**src/rtl/seqdet_ctrl.sv**
```systemverilog
// Serial 4-bit pattern detector over a window of win_len samples, with a done handshake.
// Overlapping matches are counted when SEQDET_OVERLAP_EN is defined; otherwise each match restarts the history.
module seqdet_ctrl #(
    parameter int WIN_W = 8
) (
    input  logic             clk,
    input  logic             rst,
    input  logic             start,
    input  logic [3:0]       pat,
    input  logic [WIN_W-1:0] win_len,
    input  logic             x,
    output logic             busy,
    output logic             hit,
    output logic [WIN_W-1:0] hit_cnt,
    output logic             done_valid,
    input  logic             done_ready,
    output logic [1:0]       status
);

    typedef enum logic [1:0] {
        IDLE   = 2'd0,
        RUN    = 2'd1,
        REPORT = 2'd2,
        BAD    = 2'd3
    } state_t;

    state_t           state, state_nxt;
    logic [3:0]       pat_q;
    logic [WIN_W-1:0] len_q;
    logic [WIN_W-1:0] bcnt;
    logic [WIN_W-1:0] bcnt_nxt;
    // Only the three most recent samples are stored; the oldest of the four
    // history bits would be shifted out before it could ever be compared.
    logic [2:0]       sh;
    logic [3:0]       sh_nxt;
    logic [2:0]       vcnt;
    logic [2:0]       vcnt_nxt;
    logic             match;
    logic             last;

    assign sh_nxt   = {sh, x};
    assign vcnt_nxt = (vcnt == 3'd4) ? 3'd4 : vcnt + 3'd1;
    assign bcnt_nxt = bcnt + 1'b1;
    assign match    = (vcnt_nxt == 3'd4) && (sh_nxt == pat_q);
    assign last     = (bcnt_nxt == len_q);

    assign busy       = (state == RUN) || (state == REPORT);
    assign done_valid = (state == REPORT);
    assign status     = state;

    always_ff @(posedge clk or negedge rst) begin
        if (!rst) begin
            state <= IDLE;
        end else begin
            state <= state_nxt;
        end
    end

    always_comb begin
        state_nxt = state;
        case (state)
            IDLE: begin
                if (start) begin
                    state_nxt = (win_len == '0) ? REPORT : RUN;
                end
            end
            RUN: begin
                if (last) begin
                    state_nxt = REPORT;
                end
            end
            REPORT: begin
                if (done_ready) begin
                    state_nxt = IDLE;
                end
            end
            default: state_nxt = IDLE;
        endcase
    end

    always_ff @(posedge clk or negedge rst) begin
        if (!rst) begin
            pat_q   <= '0;
            len_q   <= '0;
            bcnt    <= '0;
            sh      <= '0;
            vcnt    <= '0;
            hit     <= 1'b0;
            hit_cnt <= '0;
        end else begin
            hit <= 1'b0;
            case (state)
                IDLE: begin
                    if (start) begin
                        pat_q   <= pat;
                        len_q   <= win_len;
                        bcnt    <= '0;
                        sh      <= '0;
                        vcnt    <= '0;
                        hit_cnt <= '0;
                    end
                end
                RUN: begin
                    bcnt <= bcnt_nxt;
                    if (match) begin
                        hit <= 1'b1;
                        if (hit_cnt != '1) begin
                            hit_cnt <= hit_cnt + 1'b1;
                        end
`ifdef SEQDET_OVERLAP_EN
                        sh   <= sh_nxt[2:0];
                        vcnt <= vcnt_nxt;
`else
                        sh   <= '0;
                        vcnt <= '0;
`endif
                    end else begin
                        sh   <= sh_nxt[2:0];
                        vcnt <= vcnt_nxt;
                    end
                end
                REPORT: begin
                end
                default: begin
                    // Unused encoding: fall back to reset values on the way to IDLE.
                    pat_q   <= '0;
                    len_q   <= '0;
                    bcnt    <= '0;
                    sh      <= '0;
                    vcnt    <= '0;
                    hit_cnt <= '0;
                end
            endcase
        end
    end

endmodule

```
**config.mk**
```make
export PLATFORM = sky130hd
export DESIGN_NAME = seqdet_ctrl
export DESIGN_NICKNAME = d
export VERILOG_FILES = /design/src/rtl/seqdet_ctrl.sv
export SDC_FILE = /design/constraint.sdc
export NUM_CORES = 1
export LEC_CHECK = 0
export CAP_MARGIN = 20
export CORE_ASPECT_RATIO = 1.4
export CORE_MARGIN = 5
export CORE_UTILIZATION = 35
export DETAILED_ROUTE_END_ITERATION = 12
export PLACE_DENSITY = 0.68
export SETUP_SLACK_MARGIN = 0.1
export SLEW_MARGIN = 0
export SYNTH_ARGS = -nofsm -noshare
export SYNTH_HDL_FRONTEND = slang
export SYNTH_SLANG_ARGS = --single-unit
export TNS_END_PERCENT = 5
```
**constraint.sdc**
```tcl
create_clock -name clk -period 2 [get_ports clk]
set_clock_uncertainty 0.1 [all_clocks]
set_input_delay 0.4 -clock clk [delete_from_list [all_inputs] [get_ports clk]]
set_output_delay 0.4 -clock clk [all_outputs]
set_load 0.02 [all_outputs]
```
==> flow_metrics.py, run 1 <==
metrics = {
    "cells_and_area": {
        "num-nets-final": 324,
        "syn2layout_area_growth_pct": 39.2,
        "post_layout_instance_count_excluding_filler_cells": 371,
        "ant_diodes": 0,
        "drive_above_1_share_pct": 24.9,
        "filler_cell_count": 556,
        "finalCoreUtilization_pct": 50.1,
    },
    "yosys": {
        "postSynthRegisterBits": 37,
        "syn_nets": 254,
        "netlist_top_cells_area": "sky130_fd_sc_hd__dfrtp_1 44%, sky130_fd_sc_hd__nand2_1 7.5%, sky130_fd_sc_hd__o21ai_0 6.6%",
        "synth_sequential_area_ratio_pct": 43.9,
        "avgSynthCellArea_sq_um": 9.17,
        "synth.cell_area_sq_mm": 0.00211,
        "ys_async_sr_fraction_pct": 100,
        "yosys_most_used_dff": "sky130_fd_sc_hd__dfrtp_1",
        "yosysTopAreaCellShare_pct": 43.9,
        "post_synth_inst_count": 230,
        "synth_edf_count": 0,
        "synth.distinct_cells": 48,
        "ys.warnings.count": 0,
        "synthDominantAreaCellType": "sky130_fd_sc_hd__dfrtp_1",
    },
    "clock_network": {
        "cts.root.buffer_cell": "sky130_fd_sc_hd__clkbuf_8",
        "cts_buffer_depth": 2,
        "tritoncts.num_buffers": 5,
        "cts.reportedPaths.clkPinSlew_ps": 70,
        "cts.sink_count": 37,
        "worstSkewPairLatency_ps": 290,
        "cts_tree": "yes",
        "cts_max_level": 2,
    },
    "worst_setup_path": {
        "worst-r2r-setup-slack_ps": -170,
        "timing.critical_path.from": "vcnt[0]$_DFFE_PN0P_",
        "crit_path_cell_trace": "inv_2 -> ha_4 -> or4b_4 -> a2111oi_4 -> buf_4 -> xnor2_2 -> nor2_1",
        "worst_setup_path_endpoint": "hit_cnt[3]$_DFFE_PN0P_",
        "critical_path_peak_fanout": 5,
        "critical_path_arrival_ps": 2250,
        "cp_slowest_cell": "sky130_fd_sc_hd__or4b_4",
        "crit_path_end_kind": "flop",
        "cpPeakStageDelay_ps": 540,
        "setup.worst_path.start_class": "flop",
        "r2r_end": "hit_cnt[3]$_DFFE_PN0P_",
        "crit_type": "reg -> reg",
        "regToRegStartpoint": "vcnt[0]$_DFFE_PN0P_",
        "worst_r2r_path_depth": 7,
        "critPathRequiredTime_ps": 2080,
    },
    "timing": {
        "finalMaxSlewViolations": 0,
        "report.final.setup_viol": 9,
        "tightest_slew_ps": 489,
        "postLayoutSetupSlackWorst_ps": -175,
        "maxClockFrequency_mhz": 460,
        "timing.slew.headroom_pct": 67.4,
        "fraction_of_the_cycle_the_final_worst_path_needs_pct": 109,
        "period_needed_ps": 2170,
        "grt_setup_unrepaired": "yes",
        "timing_hold_violations_final": 0,
    },
    "placement": {
        "dp_hpwl_um": 3750,
        "gp_routability_congestion": 0.854,
        "dpl.cell_count": 361,
        "port-buffer-count": 29,
    },
    "grt": {
        "globalRouteMet2Util_pct": 24.0,
        "groute.usage.overall_pct": 14.0,
        "grt_start_max_net_pins": 22,
        "grt_pass1_vias": 1904,
        "gr-usage-met3_pct": 1.87,
        "grt_most_used_layer": "met2",
        "grt_antenna_before_repair": 0,
        "grt_util_met1_pct": 17.4,
        "grt_first_pass_wirelength_um": 8430,
        "grt_overflow_total": 0,
    },
    "routing": {
        "route.final.wire_length_um": 4860,
        "post_dr_vias_cell": 5.21,
        "drtIter0Drc": 37,
        "wl_per_cell_um": 13.1,
        "antenna_violating_nets_post_route": 0,
        "post-route-drc-count": 0,
        "route.vias.total": 1934,
        "drt_first_pass_iters": 4,
    },
    "status": {
        "run_status": "finished, violations left",
        "failed_checks": "setup timing",
    },
    "floorplan": {
        "initial_core_util_pct": 36.0,
        "die_width_um": 75.6,
        "core_area_sq_mm": 0.00586,
        "pin_count": 30,
        "floorplan.die_area_sq_mm": 0.00770,
        "fp.dieH_um": 102,
        "row_count": 33,
    },
    "job": {
        "maxCapViolCount": 0,
    },
    "power_and_ir_drop": {
        "ir_drop_mv": 1.20,
        "p_per_area_mw_per_mm2": 1090,
        "p_leak_uw": 0.00131,
    },
    "min_path": {
        "hold_path.class": "reg -> reg",
    },
}
## area by class of cell
cell class / count / area (sq um) / area share, %
Sequential cell: 37 / 933 / 31.8
Timing Repair Buffer: 72 / 613 / 20.9
Inverter: 7 / 26.3 / 0.895
Tap cell: 70 / 87.6 / 2.98
Clock buffer: 6 / 72.6 / 2.47
Clock inverter: 2 / 10.0 / 0.341
Multi-Input combinational cell: 177 / 1190 / 40.6
## cell families (layout without fill, tap and decap cells)
group	Yosys count	after routing	share of synthesized area (%)
XOR/XNOR	17	17	7.06
AO/OA/AOI/OAI	60	60	19.7
adder cells (fa/ha/maj)	7	7	4.15
AND/OR/NAND/NOR	90	90	20.9
multiplexers	3	3	1.42
buffers and inverters	16	87	2.91
flip-flops	37	37	43.9
## cells in the final DEF (no fill, tap or decap), types with 3 or more instances in the layout
cell,count
sky130_fd_sc_hd__clkbuf_8,5
sky130_fd_sc_hd__inv_1,5
sky130_fd_sc_hd__nand4_1,5
sky130_fd_sc_hd__nand2_1,41
sky130_fd_sc_hd__a21oi_1,7
sky130_fd_sc_hd__mux2i_1,3
sky130_fd_sc_hd__nor2_1,14
sky130_fd_sc_hd__dlymetal6s2s_1,3
sky130_fd_sc_hd__a22o_1,5
sky130_fd_sc_hd__nand3_1,4
sky130_fd_sc_hd__buf_4,42
sky130_fd_sc_hd__clkdlybuf4s50_1,22
sky130_fd_sc_hd__xnor2_1,12
sky130_fd_sc_hd__ha_1,4
sky130_fd_sc_hd__nor3_1,4
sky130_fd_sc_hd__o21ai_0,28
sky130_fd_sc_hd__dfrtp_2,6
sky130_fd_sc_hd__dfrtp_1,31
sky130_fd_sc_hd__xor2_1,4
## worst max-delay path, delay by kind of cell, from the launching register on
| kind | cells | cell delay [ps] |
|---|---|---|
| compound gates | 1 | 370 |
| xor+xnor | 1 | 110 |
| fa+ha+maj | 1 | 200 |
| buf+inv | 2 | 290 |
| flops | 1 | 410 |
| simple gates | 2 | 590 |
## metrics by stage
stage	setup TNS (ps)	setup WS, ps	instance area [sq um]	total power [uW]	hold slack [ps]
5_1_grt	-1960	-266	2940	3440	448
3_5_place_dp	-1930	-280	2770	2640	297
4_1_cts	-1330	-206	2920	3200	408
6_report	-1140	-175	2940	3190	403
3_3_place_gp	-1580	-248	2770	2610	291
2_1_floorplan	-667	-136	2130	1950	4.41
## worst min-delay path by stage
stage,slack (ps),endpoint,cells past startpoint,start
after floorplan,4,bcnt[0]$_DFFE_PN0P_,0,rst
after global placement,290,len_q[6]$_DFFE_PN0P_,1,rst
after detailed placement,300,len_q[5]$_DFFE_PN0P_,1,rst
after CTS,410,pat_q[2]$_DFFE_PN0P_,2,pat_q[2]$_DFFE_PN0P_
after global routing,450,pat_q[2]$_DFFE_PN0P_,2,pat_q[2]$_DFFE_PN0P_
final,400,len_q[3]$_DFFE_PN0P_,2,len_q[3]$_DFFE_PN0P_
## routing by layer
layer	wire, um	share of wire [%]	up-vias
met5	0	0	-
met4	108	2.2	0
met3	153	3.1	10
met2	2490	51	39
met1	2110	43	924
li1	-	-	961
## synthesized netlist by cell type (all sizes together) (2+ instances only)
master / count
nand3: 5
nor2: 14
nor3: 4
dfrtp: 37
or3: 2
and3: 2
nor3b: 2
nand3b: 2
and2: 2
nor4: 2
a22o: 5
and4: 2
a21oi: 7
ha: 7
a31o: 2
xor2: 4
mux2i: 3
nand2: 42
a211oi: 3
clkbuf: 8
xnor2: 13
a2111oi: 3
nand2b: 2
o21ai: 29
nand4: 5
inv: 7
## flip-flops by register name, summed over array words and instances (netlist names)
name     cells
vcnt         3
hit          1
bcnt         8
pat_q        4
sh           3
hit_cnt      8
len_q        8
status       2
## power breakdown
| part | switching (uW) | internal, uW |
|---|---|---|
| combinational | 895 | 770 |
| sequential | 121 | 900 |
| clock | 266 | 242 |
| total | 1280 | 1910 |
## what timing repair did
| action | CTS | global route |
|---|---|---|
| pin swaps | 3 | 3 |
| gates resized for setup | 14 | 9 |
| hold buffers | 1 | 0 |
| endpoints found under the hold margin | 19 | 0 |
| buffers inserted | 1 | 0 |
| endpoints found under the setup margin | 19 | 23 |
Note: power is estimated with default switching activity, not from simulation.
==> inputs of run 2 (changes only) <==
Settings changed: CTS_BUF_LIST from default to sky130_fd_sc_hd__clkbuf_8 sky130_fd_sc_hd__clkbuf_16, MAX_ROUTING_LAYER from default to met4.
==> flow_metrics.py, run 2 (synthesis gave the netlist of run 1 again) <==
metrics = {
    "placement": {
        "port-buffer-count": 29,
        "gp_routability_congestion": 0.867,
        "dp_hpwl_um": 3750,
    },
    "min_path": {
        "holdPathStages": 2,
        "min_delay_worst_endpoint": "len_q[3]$_DFFE_PN0P_",
        "hp-start": "len_q[3]$_DFFE_PN0P_",
        "hold_path.class": "reg -> reg",
    },
    "routing": {
        "post-route-drc-count": 0,
        "route.final.wire_length_um": 4890,
        "route.vias.total": 1934,
        "drtIter0Drc": 44,
        "post_dr_vias_cell": 5.21,
        "wl_per_cell_um": 13.2,
        "antenna_violating_nets_post_route": 0,
        "drt_first_pass_iters": 4,
    },
    "cells_and_area": {
        "drive_above_1_share_pct": 24.9,
        "layout.cells.most_common": "sky130_fd_sc_hd__buf_4",
        "reg.largest.list": "bcnt x8, hit_cnt x8, len_q x8",
        "filler_cell_count": 556,
        "final_cell_mix": "42 x sky130_fd_sc_hd__buf_4, 41 x sky130_fd_sc_hd__nand2_1, 31 x sky130_fd_sc_hd__dfrtp_1, 28 x sky130_fd_sc_hd__o21ai_0, 22 x sky130_fd_sc_hd__clkdlybuf4s50_1",
        "ant_diodes": 0,
        "syn2layout_area_growth_pct": 39.2,
        "area_taken_by_multi_input_logic_gates_sq_mm": 0.00119,
        "finalCoreUtilization_pct": 50.1,
        "num-nets-final": 324,
        "area.sequential_sq_um": 933,
    },
    "timing": {
        "period_needed_ps": 2170,
        "finalMaxSlewViolations": 0,
        "grt_setup_unrepaired": "yes",
        "timing.slew.headroom_pct": 67.2,
        "postLayoutSetupSlackWorst_ps": -172,
        "maxClockFrequency_mhz": 460,
        "fraction_of_the_cycle_the_final_worst_path_needs_pct": 109,
        "timing_hold_violations_final": 0,
        "finalHoldWorstSlack_ps": 402,
        "report.final.setup_viol": 9,
        "tightest_slew_ps": 493,
    },
    "floorplan": {
        "row_count": 33,
        "fp.dieH_um": 102,
        "floorplan.die_area_sq_mm": 0.00770,
        "core_area_sq_mm": 0.00586,
        "initial_core_util_pct": 36.0,
        "pin_count": 30,
        "die_width_um": 75.6,
    },
    "grt": {
        "grt_overflow_total": 0,
        "groute.usage.overall_pct": 14.4,
        "grt_start_max_net_pins": 22,
        "grt_antenna_before_repair": 0,
        "grt_first_pass_wirelength_um": 8450,
        "grt_pass1_vias": 1908,
    },
    "worst_setup_path": {
        "crit_path_cell_trace": "inv_2 -> ha_4 -> or4b_4 -> a2111oi_4 -> buf_4 -> xnor2_2 -> nor2_1",
        "critical_path_peak_fanout": 5,
        "worst_r2r_path_depth": 7,
        "cpPeakStageDelay_ps": 540,
        "cp_slowest_cell": "sky130_fd_sc_hd__or4b_4",
        "critical_path_arrival_ps": 2250,
        "r2r_end": "hit_cnt[3]$_DFFE_PN0P_",
        "critPathRequiredTime_ps": 2080,
        "regToRegStartpoint": "vcnt[0]$_DFFE_PN0P_",
        "setup.worst_path.start_class": "flop",
        "crit_path_end_kind": "flop",
        "crit_type": "reg -> reg",
        "worst-r2r-setup-slack_ps": -170,
    },
    "clock_network": {
        "cts_tree": "yes",
        "tritoncts.num_buffers": 5,
        "worstSkewPairLatency_ps": 280,
        "cts.root.buffer_cell": "sky130_fd_sc_hd__clkbuf_8",
        "cts.reportedPaths.clkPinSlew_ps": 70,
        "cts_max_level": 2,
        "cts_buffer_depth": 2,
        "cts.sink_count": 37,
    },
    "job": {
        "maxCapViolCount": 0,
    },
    "power_and_ir_drop": {
        "p_per_area_mw_per_mm2": 1090,
        "ir_drop_mv": 1.21,
        "p_leak_uw": 0.00132,
    },
    "status": {
        "failed_checks": "setup timing",
        "run_status": "finished, violations left",
    },
}
run 2: changes by cell type in the layout (fill, tap and decap cells not counted), sizes merged:
cell	delta
inv	+1
clkbuf	-1
run 2: worst max-delay path by stage:
stage | startpoint | slack (ps) | end | cells past startpoint
final | vcnt[0]$_DFFE_PN0P_ | -170 | hit_cnt[3]$_DFFE_PN0P_ | 7
after global routing | vcnt[0]$_DFFE_PN0P_ | -270 | hit_cnt[3]$_DFFE_PN0P_ | 7
after CTS | vcnt[0]$_DFFE_PN0P_ | -210 | hit_cnt[3]$_DFFE_PN0P_ | 7
after detailed placement | start | -280 | hit_cnt[7]$_DFFE_PN0P_ | 6
after global placement | start | -250 | hit_cnt[7]$_DFFE_PN0P_ | 6
after floorplan | vcnt[0]$_DFFE_PN0P_ | -140 | hit_cnt[5]$_DFFE_PN0P_ | 6
run 2: final cells by class:
class	instances	area share, %
repair buffers	72	20.9
well taps	70	2.98
clock inverters	3	0.469
multi-input cells	177	40.6
inverters	7	0.895
flip-flops and latches	37	31.8
clock buffers	5	2.34
run 2: layer usage:
metal  wire (um)  global-route usage (%)
met2        2480                    24.1
met4         112                    5.65
met5           0                       -
met3         138                    1.87
met1        2160                    17.4
run 2: power by group:
group          switching, uW  leakage (uW)  internal (uW)  total [uW]
clock network            266     0.0000491            237         502
logic                    899      0.000773            771        1670
registers                122      0.000493            900        1020
run 2: per-stage QoR:
stage          setup WS [ps]  power, uW  instance area (sq um)  std cells  setup TNS [ps]
6_report                -172       3190                   2940        371           -1130
4_1_cts                 -206       3200                   2920        371           -1330
2_1_floorplan           -136       1950                   2130        230            -667
3_5_place_dp            -280       2640                   2770        361           -1930
3_3_place_gp            -248       2610                   2770        361           -1580
5_1_grt                 -266       3440                   2940        371           -1960
run 2: critical path: cells and delay by family (launching register included):
family	cells	cell delay, ps
buffers and inverters	2	290
AND/OR/NAND/NOR	2	590
AO/OA/AOI/OAI	1	370
flip-flops	1	410
XOR/XNOR	1	110
adder cells (fa/ha/maj)	1	200
run 2: timing repair:
item                                   CTS  global route
pin swaps                                3             3
setup endpoints to repair               19            23
hold buffers                             1             0
buffers inserted                         1             0
gates cloned                             0             0
endpoints found under the hold margin   19             0
resized for setup                       14             9
==> inputs of run 3 (changes only) <==
Settings changed: DONT_BUFFER_PORTS from default to 1, PLACE_DENSITY 0.68 to 0.62.
==> flow_metrics.py, run 3 (synthesis gave the netlist of run 1 again) <==
metrics = {
    "timing": {
        "postLayoutSetupSlackWorst_ps": -190,
        "grt_setup_unrepaired": "yes",
        "maxClockFrequency_mhz": 457,
        "period_needed_ps": 2190,
        "finalMaxSlewViolations": 0,
        "timing_hold_violations_final": 0,
        "report.final.setup_viol": 12,
        "tightest_slew_ps": 421,
        "fin_tns_setup_ps": -1600,
        "fraction_of_the_cycle_the_final_worst_path_needs_pct": 110,
        "timing.slew.headroom_pct": 71.7,
    },
    "power_and_ir_drop": {
        "switching_power_uw": 1280,
        "ir_drop_mv": 0.934,
        "pwr-share-seq_pct": 32.2,
        "cell_internal_pwr_uw": 1840,
        "share_of_total_power_in_combinational_logic_pct": 49.3,
        "p_per_area_mw_per_mm2": 1160,
        "clock_power_share_pct": 18.5,
        "fin_total_pwr_uw": 3120,
        "p_leak_uw": 0.00116,
        "power_switching_share_pct": 40.9,
    },
    "worst_setup_path": {
        "worst-r2r-setup-slack_ps": -190,
        "critical_path_peak_fanout": 5,
        "crit_path_end_kind": "flop",
        "crit_type": "reg -> reg",
        "critPathRequiredTime_ps": 2080,
        "critical_path_arrival_ps": 2270,
        "setup.worst_path.start_class": "flop",
    },
    "routing": {
        "drt_first_pass_iters": 4,
        "wl_per_cell_um": 15.1,
        "post-route-drc-count": 0,
        "route.final.wire_length_um": 5180,
        "post_dr_vias_cell": 5.39,
        "antenna_violating_nets_post_route": 0,
        "drtIter0Drc": 63,
        "route.vias.total": 1850,
    },
    "clock_network": {
        "worstSkewPairLatency_ps": 280,
        "cts_tree": "yes",
        "cts.reportedPaths.clkPinSlew_ps": 70,
        "cts_max_level": 2,
        "cts_buffer_depth": 2,
        "tritoncts.num_buffers": 5,
        "cts.root.buffer_cell": "sky130_fd_sc_hd__clkbuf_8",
        "cts.sink_count": 37,
    },
    "cells_and_area": {
        "num-nets-final": 296,
        "area.sequential_sq_um": 933,
        "drive_above_1_share_pct": 28.6,
        "finalCoreUtilization_pct": 46.1,
        "reg.largest.list": "bcnt x8, hit_cnt x8, len_q x8",
        "area_taken_by_multi_input_logic_gates_sq_mm": 0.00120,
        "layout.cells.most_common": "sky130_fd_sc_hd__nand2_1",
        "ant_diodes": 0,
        "syn2layout_area_growth_pct": 28.0,
        "filler_cell_count": 586,
        "final_cell_mix": "41 x sky130_fd_sc_hd__nand2_1, 40 x sky130_fd_sc_hd__buf_4, 31 x sky130_fd_sc_hd__dfrtp_1, 28 x sky130_fd_sc_hd__o21ai_0, 14 x sky130_fd_sc_hd__nor2_1",
    },
    "grt": {
        "groute.usage.overall_pct": 15.1,
        "grt_overflow_total": 0,
        "grt_pass1_vias": 1891,
        "grt_first_pass_wirelength_um": 8800,
        "grt_antenna_before_repair": 0,
        "grt_start_max_net_pins": 38,
    },
    "floorplan": {
        "pin_count": 30,
        "core_area_sq_mm": 0.00586,
        "fp.dieH_um": 102,
        "die_width_um": 75.6,
        "floorplan.die_area_sq_mm": 0.00770,
        "initial_core_util_pct": 36.0,
        "row_count": 33,
    },
    "status": {
        "run_status": "finished, violations left",
        "failed_checks": "setup timing",
    },
    "placement": {
        "gp_routability_congestion": 0.872,
        "dp_hpwl_um": 3830,
        "dp_slack_ps": -231,
        "port-buffer-count": 0,
    },
    "job": {
        "maxCapViolCount": 0,
    },
    "min_path": {
        "hold_path.class": "in -> reg",
    },
}
[run 3: cell type report]
cell class              instances  area share [%]
clock inverters                 1           0.185
repair buffers                 44            13.1
multi-input cells             177            44.4
well taps                      70            3.24
flip-flops and latches         37            34.6
inverters                       7           0.973
clock buffers                   7            3.57
[run 3: timing repair]
action	4_1_cts	5_1_grt
pin swaps	3	3
hold buffers	2	0
buffers inserted	2	2
hold endpoints to repair	37	0
resized for setup	8	10
endpoints found under the setup margin	16	18
cloned	0	0
[run 3: power groups by stage]
stage               clock [uW]  sequential (uW)  combinational, uW
floorplan                    0             1030                919
global placement             0             1020               1410
detailed placement           0             1020               1430
CTS                        599             1010               1510
global route               623             1020               1720
finish                     577             1000               1540
[run 3: final timing paths]
path	from	endpoint	cells after the start
worst max-delay path	vcnt[1]$_DFFE_PN0P_	hit_cnt[3]$_DFFE_PN0P_	8
worst min-delay path	win_len[0]	len_q[0]$_DFFE_PN0P_	2
worst max register to register	vcnt[1]$_DFFE_PN0P_	hit_cnt[3]$_DFFE_PN0P_	8
worst min register to register	len_q[4]$_DFFE_PN0P_	len_q[4]$_DFFE_PN0P_	2
max in group asynchronous	rst	hit_cnt[1]$_DFFE_PN0P_	2
min in group asynchronous	rst	len_q[4]$_DFFE_PN0P_	2
[run 3: routing by layer]
metal	wire, um	vias to the layer above	global-route usage (%)
li1	-	901	-
met1	2190	910	18.6
met2	2720	34	24.5
met3	194	5	2.85
met4	73	0	5.11
met5	0	-	-
[run 3: critical path, stage by stage (launching register included)]
cell                        delay [ps]
sky130_fd_sc_hd__dfrtp_1           400
sky130_fd_sc_hd__inv_2              80
sky130_fd_sc_hd__ha_4              210
sky130_fd_sc_hd__or4b_4            530
sky130_fd_sc_hd__a2111oi_4         300
sky130_fd_sc_hd__buf_4             200
sky130_fd_sc_hd__buf_4             120
sky130_fd_sc_hd__xnor2_2            90
sky130_fd_sc_hd__nor2_1             50
[run 3: through the flow]
step / hold WS (ps) / instance area [sq um] / instances
CTS: 142 / 2650 / 341
floorplan: 4.41 / 2130 / 230
global route: 144 / 2700 / 343
finish: 148 / 2700 / 343
global placement: 5.25 / 2460 / 329
detailed placement: 5.42 / 2460 / 329
